File: src/rtl/lobinho_pkg.sv
// -----------------------------------------------------------------------------
// lobinho_pkg
// Shared types and constants for the werewolf night-resolution datapath.
//   classe_t       : action class carried by acao_classe.
//   estado_noite_t : FSM state codes, also exported on db_estado.
//   popcount16     : population count used to count the wolves still alive.
// Optional feature macro used by this slice: RODADA_NOITE_VIDENTE_EN.
// -----------------------------------------------------------------------------
package lobinho_pkg;

    typedef enum logic [1:0] {
        ALDEAO   = 2'b00,
        LOBO     = 2'b01,
        PROTETOR = 2'b10,
        VIDENTE  = 2'b11
    } classe_t;

    typedef enum logic [2:0] {
        EST_IDLE    = 3'd0,
        EST_COLETA  = 3'd1,
        EST_APURA   = 3'd2,
        EST_ELIMINA = 3'd3,
        EST_FIM     = 3'd4
    } estado_noite_t;

    localparam int NUM_PLAYERS_DEF = 5;
    localparam int PLAYER_W_DEF    = 3;
    localparam int VOTE_W_DEF      = 3;

    // Up to 16 players, so a 16-bit popcount covers every legal configuration.
    function automatic logic [4:0] popcount16(input logic [15:0] v);
        logic [4:0] n;
        n = '0;
        for (int i = 0; i < 16; i++) begin
            n = n + 5'(v[i]);
        end
        return n;
    endfunction

endpackage

File: src/rtl/rodada_noite_if.sv
// -----------------------------------------------------------------------------
// rodada_noite_if
// Bundles the control/action inputs and the status outputs of rodada_noite.
//   master : game-control side (drives pulses and actions, reads status).
//   slave  : the night engine itself.
// Inputs : novo_jogo, lobos_mask, inicia_noite, acao_valid, acao_ator,
//          acao_classe, acao_alvo, encerra_noite.
// Outputs: ocupado, noite_pronta, vitima_valid, vitima, vivos_mask, num_vivos,
//          fim_jogo, vitoria_lobos, db_estado
//          (+ revela_valid, revela_lobo when RODADA_NOITE_VIDENTE_EN is defined).
// -----------------------------------------------------------------------------
interface rodada_noite_if
    import lobinho_pkg::*;
#(
    parameter int NUM_PLAYERS = NUM_PLAYERS_DEF,
    parameter int PLAYER_W    = PLAYER_W_DEF
) ();

    logic                   novo_jogo;
    logic [NUM_PLAYERS-1:0] lobos_mask;
    logic                   inicia_noite;
    logic                   acao_valid;
    logic [PLAYER_W-1:0]    acao_ator;
    classe_t                acao_classe;
    logic [PLAYER_W-1:0]    acao_alvo;
    logic                   encerra_noite;

    logic                   ocupado;
    logic                   noite_pronta;
    logic                   vitima_valid;
    logic [PLAYER_W-1:0]    vitima;
    logic [NUM_PLAYERS-1:0] vivos_mask;
    logic [PLAYER_W:0]      num_vivos;
    logic                   fim_jogo;
    logic                   vitoria_lobos;
    logic [2:0]             db_estado;
`ifdef RODADA_NOITE_VIDENTE_EN
    logic                   revela_valid;
    logic                   revela_lobo;
`endif

    modport master (
        output novo_jogo, lobos_mask, inicia_noite, acao_valid, acao_ator,
               acao_classe, acao_alvo, encerra_noite,
`ifdef RODADA_NOITE_VIDENTE_EN
        input  revela_valid, revela_lobo,
`endif
        input  ocupado, noite_pronta, vitima_valid, vitima, vivos_mask,
               num_vivos, fim_jogo, vitoria_lobos, db_estado
    );

    modport slave (
        input  novo_jogo, lobos_mask, inicia_noite, acao_valid, acao_ator,
               acao_classe, acao_alvo, encerra_noite,
`ifdef RODADA_NOITE_VIDENTE_EN
        output revela_valid, revela_lobo,
`endif
        output ocupado, noite_pronta, vitima_valid, vitima, vivos_mask,
               num_vivos, fim_jogo, vitoria_lobos, db_estado
    );

endinterface

File: src/rtl/rodada_noite_contador_votos.sv
// -----------------------------------------------------------------------------
// contador_votos
// NUM_PLAYERS saturating wolf-vote counters.
//   clock, rst_global_n : clock and synchronous active-low reset.
//   clr                 : synchronous clear of every counter.
//   inc_en, inc_idx     : add one vote to counter inc_idx (saturates).
//   rd_idx, rd_cnt      : combinational read port used by the tally scan.
// -----------------------------------------------------------------------------
module contador_votos
    import lobinho_pkg::*;
#(
    parameter int NUM_PLAYERS = NUM_PLAYERS_DEF,
    parameter int PLAYER_W    = PLAYER_W_DEF,
    parameter int VOTE_W      = VOTE_W_DEF
) (
    input  logic                clock,
    input  logic                rst_global_n,
    input  logic                clr,
    input  logic                inc_en,
    input  logic [PLAYER_W-1:0] inc_idx,
    input  logic [PLAYER_W-1:0] rd_idx,
    output logic [VOTE_W-1:0]   rd_cnt
);

    localparam logic [VOTE_W-1:0] CNT_MAX = '1;

    logic [VOTE_W-1:0] votos [NUM_PLAYERS];

    // NOTE: the counter array is small and must read zero after reset, so it is
    // reset like ordinary flops; a large RAM would instead be cleared by a sweep.
    // NOTE: sequential state uses <= so every counter sees the pre-edge values.
    always_ff @(posedge clock) begin
        if (!rst_global_n || clr) begin
            for (int i = 0; i < NUM_PLAYERS; i++) begin
                votos[i] <= '0;
            end
        end else if (inc_en) begin
            for (int i = 0; i < NUM_PLAYERS; i++) begin
                if (inc_idx == PLAYER_W'(i) && votos[i] != CNT_MAX) begin
                    votos[i] <= votos[i] + 1'b1;
                end
            end
        end
    end

    // Index compare instead of a direct array index keeps out-of-range
    // pointers harmless.
    always_comb begin
        // NOTE: default first so no path leaves rd_cnt unassigned (no latch).
        rd_cnt = '0;
        for (int i = 0; i < NUM_PLAYERS; i++) begin
            if (rd_idx == PLAYER_W'(i)) begin
                rd_cnt = votos[i];
            end
        end
    end

endmodule

File: src/rtl/rodada_noite.sv
// -----------------------------------------------------------------------------
// rodada_noite
// Night-phase resolution engine: collects wolf votes and the protector's
// choice, tallies the votes, eliminates the winner unless protected, keeps the
// alive mask and detects the end of the game.
//   clock, rst_global_n : clock and synchronous active-low reset.
//   bus (slave)         : actions/pulses in, status out (see rodada_noite_if).
// Optional feature: define RODADA_NOITE_VIDENTE_EN to add the seer reveal
// outputs revela_valid / revela_lobo.
// -----------------------------------------------------------------------------
module rodada_noite
    import lobinho_pkg::*;
#(
    parameter int NUM_PLAYERS = NUM_PLAYERS_DEF,
    parameter int PLAYER_W    = PLAYER_W_DEF,
    parameter int VOTE_W      = VOTE_W_DEF
) (
    input  logic          clock,
    input  logic          rst_global_n,
    rodada_noite_if.slave bus
);

    localparam logic [2:0] S_IDLE    = EST_IDLE;
    localparam logic [2:0] S_COLETA  = EST_COLETA;
    localparam logic [2:0] S_APURA   = EST_APURA;
    localparam logic [2:0] S_ELIMINA = EST_ELIMINA;
    localparam logic [2:0] S_FIM     = EST_FIM;

    localparam int EXT_W = 1 << PLAYER_W;
    localparam int CNT_W = PLAYER_W + 1;

    logic [2:0]             estado;
    logic [NUM_PLAYERS-1:0] vivos;
    logic [CNT_W-1:0]       num_vivos;
    logic [PLAYER_W-1:0]    vitima;
    logic                   vitima_valid;
    logic                   noite_pronta;
    logic                   fim_jogo;
    logic                   vitoria_lobos;
    logic [PLAYER_W-1:0]    protegido;
    logic                   protegido_valid;
    logic [PLAYER_W-1:0]    prev_prot;
    logic                   prev_prot_valid;
    logic [PLAYER_W-1:0]    scan_idx;
    logic [PLAYER_W-1:0]    best_idx;
    logic [VOTE_W-1:0]      best_cnt;
    logic [VOTE_W-1:0]      rd_cnt;

    // Masks padded to the full index range: any index >= NUM_PLAYERS reads as
    // "dead / not a wolf", which folds the range check into the alive check.
    logic [EXT_W-1:0]       vivos_ext;
    logic [EXT_W-1:0]       lobos_ext;

    logic                   novo_ok;
    logic                   inicia_ok;
    logic                   acao_ok;
    logic                   voto_ok;
    logic                   prot_ok;
    logic                   last_scan;
    logic                   tem_vitima;
    logic                   clr_votos;
    logic [CNT_W-1:0]       lobos_vivos;
    logic [CNT_W-1:0]       aldeoes_vivos;

    assign vivos_ext = EXT_W'(vivos);
    assign lobos_ext = EXT_W'(bus.lobos_mask);

    // novo_jogo wins over inicia_noite when both arrive in IDLE.
    assign novo_ok   = (estado == S_IDLE) && bus.novo_jogo;
    assign inicia_ok = (estado == S_IDLE) && bus.inicia_noite && !fim_jogo && !bus.novo_jogo;

    assign acao_ok = (estado == S_COLETA) && bus.acao_valid
                     && vivos_ext[bus.acao_ator] && vivos_ext[bus.acao_alvo];
    assign voto_ok = acao_ok && (bus.acao_classe == LOBO) && lobos_ext[bus.acao_ator];
    // Protecting the same player two nights in a row is rejected.
    assign prot_ok = acao_ok && (bus.acao_classe == PROTETOR)
                     && !(prev_prot_valid && (bus.acao_alvo == prev_prot));

    assign last_scan  = (scan_idx == PLAYER_W'(NUM_PLAYERS - 1));
    assign tem_vitima = (best_cnt != '0) && !(protegido_valid && (best_idx == protegido));
    assign clr_votos  = novo_ok || inicia_ok;

    assign lobos_vivos   = CNT_W'(popcount16(16'(vivos & bus.lobos_mask)));
    assign aldeoes_vivos = num_vivos - lobos_vivos;

    contador_votos #(
        .NUM_PLAYERS (NUM_PLAYERS),
        .PLAYER_W    (PLAYER_W),
        .VOTE_W      (VOTE_W)
    ) u_votos (
        .clock        (clock),
        .rst_global_n (rst_global_n),
        .clr          (clr_votos),
        .inc_en       (voto_ok),
        .inc_idx      (bus.acao_alvo),
        .rd_idx       (scan_idx),
        .rd_cnt       (rd_cnt)
    );

    always_ff @(posedge clock) begin
        if (!rst_global_n || novo_ok) begin
            estado          <= S_IDLE;
            vivos           <= '1;
            num_vivos       <= CNT_W'(NUM_PLAYERS);
            vitima          <= '0;
            vitima_valid    <= 1'b0;
            noite_pronta    <= 1'b0;
            fim_jogo        <= 1'b0;
            vitoria_lobos   <= 1'b0;
            protegido       <= '0;
            protegido_valid <= 1'b0;
            prev_prot       <= '0;
            prev_prot_valid <= 1'b0;
            scan_idx        <= '0;
            best_idx        <= '0;
            best_cnt        <= '0;
        end else begin
            noite_pronta <= 1'b0;
            case (estado)
                S_IDLE: begin
                    if (inicia_ok) begin
                        estado          <= S_COLETA;
                        protegido_valid <= 1'b0;
                    end
                end
                S_COLETA: begin
                    if (prot_ok) begin
                        protegido       <= bus.acao_alvo;
                        protegido_valid <= 1'b1;
                    end
                    if (bus.encerra_noite) begin
                        estado   <= S_APURA;
                        scan_idx <= '0;
                        best_idx <= '0;
                        best_cnt <= '0;
                    end
                end
                S_APURA: begin
                    // Strictly greater: ties stay with the lowest index.
                    if (rd_cnt > best_cnt) begin
                        best_cnt <= rd_cnt;
                        best_idx <= scan_idx;
                    end
                    scan_idx <= scan_idx + 1'b1;
                    if (last_scan) begin
                        estado <= S_ELIMINA;
                    end
                end
                S_ELIMINA: begin
                    if (tem_vitima) begin
                        vivos        <= vivos & ~(NUM_PLAYERS'(1) << best_idx);
                        num_vivos    <= num_vivos - 1'b1;
                        vitima       <= best_idx;
                        vitima_valid <= 1'b1;
                    end else begin
                        vitima_valid <= 1'b0;
                    end
                    prev_prot       <= protegido;
                    prev_prot_valid <= protegido_valid;
                    estado          <= S_FIM;
                end
                S_FIM: begin
                    noite_pronta <= 1'b1;
                    if (lobos_vivos == '0) begin
                        fim_jogo      <= 1'b1;
                        vitoria_lobos <= 1'b0;
                    end else if (lobos_vivos >= aldeoes_vivos) begin
                        fim_jogo      <= 1'b1;
                        vitoria_lobos <= 1'b1;
                    end
                    estado <= S_IDLE;
                end
                default: estado <= S_IDLE;
            endcase
        end
    end

`ifdef RODADA_NOITE_VIDENTE_EN
    logic revela_valid;
    logic revela_lobo;
    logic vidente_usado;

    // Only the first honoured seer action of a night produces a reveal.
    always_ff @(posedge clock) begin
        if (!rst_global_n || novo_ok) begin
            revela_valid  <= 1'b0;
            revela_lobo   <= 1'b0;
            vidente_usado <= 1'b0;
        end else begin
            revela_valid <= 1'b0;
            if (inicia_ok) begin
                vidente_usado <= 1'b0;
            end else if (acao_ok && (bus.acao_classe == VIDENTE) && !vidente_usado) begin
                revela_valid  <= 1'b1;
                revela_lobo   <= lobos_ext[bus.acao_alvo];
                vidente_usado <= 1'b1;
            end
        end
    end

    assign bus.revela_valid = revela_valid;
    assign bus.revela_lobo  = revela_lobo;
`endif

    assign bus.ocupado       = (estado != S_IDLE);
    assign bus.noite_pronta  = noite_pronta;
    assign bus.vitima_valid  = vitima_valid;
    assign bus.vitima        = vitima;
    assign bus.vivos_mask    = vivos;
    assign bus.num_vivos     = num_vivos;
    assign bus.fim_jogo      = fim_jogo;
    assign bus.vitoria_lobos = vitoria_lobos;
    assign bus.db_estado     = estado;

endmodule

File: src/flat_wrapper.sv
// flat-port wrapper written by rule: the top's interface ports become plain ports
module rodada_noite_flat import lobinho_pkg::*;
#(
    parameter int NUM_PLAYERS = NUM_PLAYERS_DEF,
    parameter int PLAYER_W    = PLAYER_W_DEF,
    parameter int VOTE_W      = VOTE_W_DEF
)
  (clock, rst_global_n, bus_novo_jogo, bus_lobos_mask, bus_inicia_noite, bus_acao_valid, bus_acao_ator, bus_acao_classe, bus_acao_alvo, bus_encerra_noite, bus_ocupado, bus_noite_pronta, bus_vitima_valid, bus_vitima, bus_vivos_mask, bus_num_vivos, bus_fim_jogo, bus_vitoria_lobos, bus_db_estado);
  rodada_noite_if #(.NUM_PLAYERS(NUM_PLAYERS), .PLAYER_W(PLAYER_W)) bus_i ();
  input  logic clock;
  input  logic rst_global_n;
  input wire logic [$bits(bus_i.novo_jogo)-1:0] bus_novo_jogo;
  input wire logic [$bits(bus_i.lobos_mask)-1:0] bus_lobos_mask;
  input wire logic [$bits(bus_i.inicia_noite)-1:0] bus_inicia_noite;
  input wire logic [$bits(bus_i.acao_valid)-1:0] bus_acao_valid;
  input wire logic [$bits(bus_i.acao_ator)-1:0] bus_acao_ator;
  input wire logic [$bits(bus_i.acao_classe)-1:0] bus_acao_classe;
  input wire logic [$bits(bus_i.acao_alvo)-1:0] bus_acao_alvo;
  input wire logic [$bits(bus_i.encerra_noite)-1:0] bus_encerra_noite;
  output wire logic [$bits(bus_i.ocupado)-1:0] bus_ocupado;
  output wire logic [$bits(bus_i.noite_pronta)-1:0] bus_noite_pronta;
  output wire logic [$bits(bus_i.vitima_valid)-1:0] bus_vitima_valid;
  output wire logic [$bits(bus_i.vitima)-1:0] bus_vitima;
  output wire logic [$bits(bus_i.vivos_mask)-1:0] bus_vivos_mask;
  output wire logic [$bits(bus_i.num_vivos)-1:0] bus_num_vivos;
  output wire logic [$bits(bus_i.fim_jogo)-1:0] bus_fim_jogo;
  output wire logic [$bits(bus_i.vitoria_lobos)-1:0] bus_vitoria_lobos;
  output wire logic [$bits(bus_i.db_estado)-1:0] bus_db_estado;
  assign bus_i.novo_jogo = bus_novo_jogo;
  assign bus_i.lobos_mask = bus_lobos_mask;
  assign bus_i.inicia_noite = bus_inicia_noite;
  assign bus_i.acao_valid = bus_acao_valid;
  assign bus_i.acao_ator = bus_acao_ator;
  assign bus_i.acao_classe = bus_acao_classe;
  assign bus_i.acao_alvo = bus_acao_alvo;
  assign bus_i.encerra_noite = bus_encerra_noite;
  assign bus_ocupado = bus_i.ocupado;
  assign bus_noite_pronta = bus_i.noite_pronta;
  assign bus_vitima_valid = bus_i.vitima_valid;
  assign bus_vitima = bus_i.vitima;
  assign bus_vivos_mask = bus_i.vivos_mask;
  assign bus_num_vivos = bus_i.num_vivos;
  assign bus_fim_jogo = bus_i.fim_jogo;
  assign bus_vitoria_lobos = bus_i.vitoria_lobos;
  assign bus_db_estado = bus_i.db_estado;
  rodada_noite #(.NUM_PLAYERS(NUM_PLAYERS), .PLAYER_W(PLAYER_W), .VOTE_W(VOTE_W)) u_core (.clock(clock), .rst_global_n(rst_global_n), .bus(bus_i));
endmodule
File: config.mk
export PLATFORM = sky130hd
export DESIGN_NAME = rodada_noite_flat
export DESIGN_NICKNAME = d
export VERILOG_FILES = /design/src/rtl/lobinho_pkg.sv /design/src/rtl/rodada_noite_if.sv /design/src/rtl/rodada_noite_contador_votos.sv /design/src/rtl/rodada_noite.sv /design/src/flat_wrapper.sv
export SDC_FILE = /design/constraint.sdc
export NUM_CORES = 1
export LEC_CHECK = 0
export CORE_MARGIN = 5
export CORE_UTILIZATION = 55
export DETAILED_ROUTE_END_ITERATION = 10
export HOLD_SLACK_MARGIN = 0.15
export PLACE_DENSITY = 0.79
export SLEW_MARGIN = 15
export SYNTH_ARGS = -nofsm -noshare
export SYNTH_HDL_FRONTEND = slang
export SYNTH_SLANG_ARGS = --single-unit
File: constraint.sdc
create_clock -name clock -period 7.53 [get_ports clock]
set_clock_uncertainty 0.05 [all_clocks]
set_input_delay 1.506 -clock clock [delete_from_list [all_inputs] [get_ports clock]]
set_output_delay 1.506 -clock clock [all_outputs]
set_load 0.05 [all_outputs]
Word-level counts from Yosys, hierarchy flattened
Memories as Yosys holds them, arrays and structs flattened.
Cells that the tools add are included.
- memory bits (writable): 15
- register bits: 36
- bits of input ports: 19
- word-level logic and storage cells: 177
- memories kept: 1
- memories (memory ; depth ; bits a word ; read ports ; clocked after Yosys merged registers in ; write ports ; RTL line ; text):
    u_core.u_votos.votos ; 5 ; 3 ; 5 ; 0 ; 5 ; rodada_noite_contador_votos.sv:27 ; logic [VOTE_W-1:0] votos [NUM_PLAYERS];
- bitwise logic cells: 8
- magnitude comparators: 4
- eq/ne operators: 26
- muxes and demuxes: 56
- reductions and logical operators: 43
- shift operators: 1
- add/subtract/negate cells: 23
- operator list (cell ; count):
    two-way mux 3 bit ; 16
    adder 4 x 1 -> 4 bit (second input constant) ; 11
    two-way mux 1 bit ; 32
    logical AND 1 bit ; 19
    adder 3 x 1 -> 3 bit (second input constant) ; 6
    equality test 3 x 2 -> 1 bit (second input constant) ; 6
    one-hot mux 3 bit (2 select lines) ; 3
    != test 3 bit (second input constant) ; 5
    adder 4 x 1 -> 4 bit ; 3
    one-hot mux 3 bit (4 select lines) ; 1
    bitwise AND 5 bit ; 2
    binary-select mux 1 bit (select 3 bit) ; 3
    equality test 3 x 1 -> 1 bit (second input constant) ; 3
    equality test 3 bit (second input constant) ; 3
    logical NOT 3 bit ; 3
    AND reduction 3 bit ; 3
    less-than comparator 3 x 4 -> 1 bit (second input constant) ; 2
    != test 2 x 1 -> 1 bit (second input constant) ; 4
    AND reduction 2 bit ; 4
    equality test 3 bit ; 2
    nonzero test 2 bit ; 3
    nonzero test 3 bit ; 2
    logical NOT 1 bit ; 5
    inverter 5 bit ; 1
    other kinds (13) ; 19

Longest topological paths before layout
- depth after elaboration: 20
- gate-level depth with buffers: 16
- gate-level depth less buffers: 16

Modules after synthesis
From an unflattened synthesis, not the netlist that was laid out.
- cell total of the unflattened synthesis: 326
- area total of the unflattened synthesis: 3198.1 um2
- modules (own cells, without submodules) (module ; instances ; seq. area each (um2) ; cells each ; area each (um2)):
    rodada_noite ; 1 ; 720.7 ; 241 ; 2120.8
    contador_votos ; 1 ; 450.4 ; 85 ; 1077.3

Worst setup path after synthesis
Ideal clock, no wire load.
- path type: input port to flip-flop
- start point: input bus_lobos_mask[0]
- end point: register u_core.vitoria_lobos, in the netlist u_core.bus.vitoria_lobos
- data arrival time: 4.427 ns
- setup slack: 2.922 ns
- required time: 7.349 ns
- cell stages on the path: 16
- cells stage by stage: and2_1 -> ha_1 -> inv_1 -> fa_1 -> inv_1 -> ha_1 -> fa_1 -> xnor2_1 -> ha_1 -> inv_1 -> ha_1 -> nand2b_1 -> o22ai_1 -> a31oi_1 -> o211ai_1 -> a21oi_1
- cells in the longest elaborated chain, start to end: 20
- elaborated cells on any way between the ends: 22
- classes of those cells: add/sub (16); order compare (1); mux (1); bitwise (1); reduce/logical (3)
- RTL lines (element ; RTL line ; text):
    from (decl) ; flat_wrapper.sv:13 ; input wire logic [$bits(bus_i.lobos_mask)-1:0] bus_lobos_mask;
    bitwise AND 5 bit * ; rodada_noite.sv:83 ; assign lobos_vivos = CNT_W'(popcount16(16'(vivos & bus.lobos_mask)));
    adder 1 x 1 -> 2 bit * ; lobinho_pkg.sv:35 ; n = n + 5'(v[i]);
    adder 4 x 1 -> 4 bit * (14 in series) ; lobinho_pkg.sv:35 ;
    subtractor 4 bit ; rodada_noite.sv:84 ; assign aldeoes_vivos = num_vivos - lobos_vivos;
    >= comparator 4 bit ; rodada_noite.sv:167 ; end else if (lobos_vivos >= aldeoes_vivos) begin
    nonzero test 2 bit (no source line) ; -- ;
    AND reduction 2 bit (no source line) ; -- ;
    to (signal assigned) ; rodada_noite.sv:109 ; vitoria_lobos <= 1'b0;
    to (signal assigned) ; rodada_noite.sv:166 ; vitoria_lobos <= 1'b0;
    to (signal assigned) ; rodada_noite.sv:169 ; vitoria_lobos <= 1'b1;
    to (decl) ; rodada_noite.sv:39 ; logic vitoria_lobos;
Mark *: on every way between the ends. The rest lies on a longest branch, timed or not.
A chain may end at the register's enable or synchronous reset.

Final worst setup path
Ends and elaborated chain as after synthesis.

==> run metrics <==
fillers 467; number of setup buffers added after CTS 0; worst slew margin relative to its limit 48.2%; synth top area cells dfxtp_1 (23%), edfxtp_1 (15%), ha_1 (11%), nand2_1 (4.1%), a21oi_1 (3.7%); TritonCTS clock tree yes; top cell type by total area after synthesis dfxtp_1; Max VDD drop 79.7 uV; Leakage 1.39 nW; final-report setup violation count 0; top_reg_cell synth dfxtp_1; layout net count 415; Final Hold Fails 0; cell types with the highest counts after synthesis dfxtp_1 (36), nand2_1 (34), ha_1 (26); hold_ws 411 ps; first-pass iteration count of the detailed router 4; final clock period utilization by the worst path 65.0%; Fmax achieved 0.204 GHz; placed cell area 3500 um^2; maximum single-stage delay on the critical path 530 ps; count of unique library cells instantiated by Yosys 53; area fraction of the dominant cell type after synthesis 23.4%; global router's overall resource usage 19.3%; share of layout cells above drive strength 1 5.69%; number of resized instances in the post-cts repair step 0; required arrival time at the worst endpoint 7660 ps; post-synthesis sequential area ratio 38.0%; utilization after layout 65.9%; global-route wire length before repair 11400 um; count of input and output buffers 38; area inside the core boundary 5470 um^2; unrepaired setup endpoints after global routing false; via count 2513; hold buffer count at cts 0; Residual DRC 0; number of antenna violations at the first check in global routing 0; final setup slack of the worst path 2630 ps; total instance count after detailed placement 433; per-cell via count in the routed design 5.70; maximum fanout count along the critical path 5; Remaining Overflow, GRT 0; Routed Antenna Nets 0; area of the die 7190 um^2; Design Power 0.599 mW; Sink Count 51; synthesized netlist cell count 334; Yosys reg bits 51; EDFF count, synth 15; type of the worst min-delay path register to register; Num CTS Buffers 5; warning count from the yosys run 0; root buffer cell clkbuf_8; category of the most critical setup path input port to register; Total Neg Setup Slack 0 ps; number of design-rule violations left by the first detailed-router iteration 160; Final Critical Period 4900 ps; Syn Std Cell Area 3080 um^2; status finished clean; fin area 3610 um^2; pin count of the biggest net entering global routing 23; Async SR Flop Fraction 0%; starting density of the core 56.2%; actual transition at the worst max-transition pin 776 ps; wire length per cell after detailed routing 15.3 um; placed wire-length estimate after detailed placement 5220 um; endpoint class of the critical path register; final wirelength 6770 um; depth of the CTS H-tree 2; # IOs 39; setup slack after placement 2320 ps; die width 84.8 um; clock network latency to the later pin of the worst-skew pair 300 ps; cell with the most instances after synthesis dfxtp_1; via count of the first global-routing pass 2436; antenna cell count 0; cell seen most often among critical-path stages ha_1; overall die height 84.8 um; Power Density 166 nW/um^2; last weighted congestion value of the routability-driven placer 0.870; Avg Cell Area, Syn 9.22 um^2; maximum root-to-sink buffer count 2; final max-slew violation count 0; slowest cell on the critical path fa_1; synthesized netlist net count 381; Area Overhead vs Synth 17.2%; final instance count without filler cells 441; total number of placement rows 27; cell-by-cell listing of the critical path clkdlybuf4s50_1, and2_1, ha_1, inv_1, fa_1, inv_1, ha_1, fa_1, xnor2_1, ha_1, inv_1, ha_1, nand2b_1, o22ai_1, a31oi_1, o211ai_1, a21oi_1; CTS clock-pin slew for the worst setup and hold paths 90 ps; max-cap check violation count 0; Worst Setup Start Kind input port; worst path arrival time 5030 ps
==> layer usage <==
metal / share of wire, % / up-vias / GRT usage [%]
li1: - / 1260 / -
met1: 47 / 1198 / 25.9
met2: 49 / 49 / 32.4
met3: 3.3 / 6 / 2.72
met4: 1.2 / 0 / 5.61
met5: 0 / - / 0
==> final timing paths <==
check / slack (ps) / cells past startpoint / start / end
hold reg to reg: 410 / 2 / u_core.bus.vitima_valid$_SDFFE_PP0P_ / u_core.bus.vitima_valid$_SDFFE_PP0P_
setup reg to reg: 3880 / 16 / u_core.bus.vivos_mask[0]$_SDFFE_PP1P_ / u_core.bus.vitoria_lobos$_SDFFE_PP0P_
hold / removal: 410 / 2 / u_core.bus.vitima_valid$_SDFFE_PP0P_ / u_core.bus.vitima_valid$_SDFFE_PP0P_
setup / recovery: 2630 / 17 / bus_lobos_mask[0] / u_core.bus.vitoria_lobos$_SDFFE_PP0P_
==> kinds of logic (layout without fill, tap and decap cells) <==
| group | count (synthesis) | count (layout) | share of synthesized area [%] |
|---|---|---|---|
| mux | 10 | 10 | 3.70 |
| fa+ha+maj | 28 | 28 | 11.9 |
| xor+xnor | 11 | 11 | 3.13 |
| simple gates | 133 | 133 | 23.7 |
| buf+inv | 35 | 70 | 4.63 |
| compound gates | 66 | 66 | 14.9 |
| flops | 51 | 51 | 38.0 |
==> sequential cells by signal (all words and copies together) (netlist names), 3 cells and up <==
name                   cells
u_core.protegido           3
u_core.bus.num_vivos       4
u_core.bus.vitima          3
u_core.scan_idx            3
u_core.best_cnt            3
u_core.prev_prot           3
u_core.bus.vivos_mask      5
u_core.u_votos.votos      15
u_core.bus.db_estado       3
u_core.best_idx            3
==> cell type report <==
class / count / area (um^2) / area share (%)
clock inverter: 1 / 5.00 / 0.139
clock buffer: 7 / 108 / 2.98
multi-input combinational: 248 / 1760 / 48.9
timing repair buffer: 38 / 380 / 10.5
inverter: 24 / 90.1 / 2.50
sequential: 51 / 1170 / 32.5
tap: 72 / 90.1 / 2.50
==> report_power, final <==
group          leakage, nW  internal (mW)  switching, mW
clock network       0.0594         0.0943         0.0910
logic                0.875         0.0485         0.0654
registers            0.460          0.292        0.00780
total                 1.39          0.435          0.164
==> layout by cell type (no fill, tap or decap), drive strengths merged, types with 3 or more instances in the layout <==
| master | netlist | layout |
|---|---|---|
| nand4 | 4 | 4 |
| nor2 | 14 | 14 |
| o211ai | 3 | 3 |
| clkbuf | 9 | 7 |
| a21oi | 23 | 23 |
| nand2b | 5 | 5 |
| xnor2 | 9 | 9 |
| or3 | 3 | 3 |
| nor3 | 9 | 9 |
| nand2 | 34 | 34 |
| edfxtp | 15 | 15 |
| nand3 | 15 | 15 |
| nor2b | 8 | 8 |
| ha | 26 | 26 |
| o22ai | 4 | 4 |
| clkdlybuf4s50 | 0 | 38 |
| dfxtp | 36 | 36 |
| or2 | 3 | 3 |
| and3 | 3 | 3 |
| o21a | 4 | 4 |
| inv | 24 | 24 |
| nand3b | 9 | 9 |
| a31oi | 3 | 3 |
| o21ai | 11 | 11 |
| o41ai | 6 | 6 |
| and2 | 17 | 17 |
| mux2i | 8 | 8 |
==> critical path, delay by kind of cell <==
family,cells,cell delay (ps)
AO/OA/AOI/OAI,4,600
XOR/XNOR,1,160
adder cells (fa/ha/maj),6,1940
buffers and inverters,4,530
AND/OR/NAND/NOR,2,300
No activity file was read; power rests on OpenSTA's default activity.
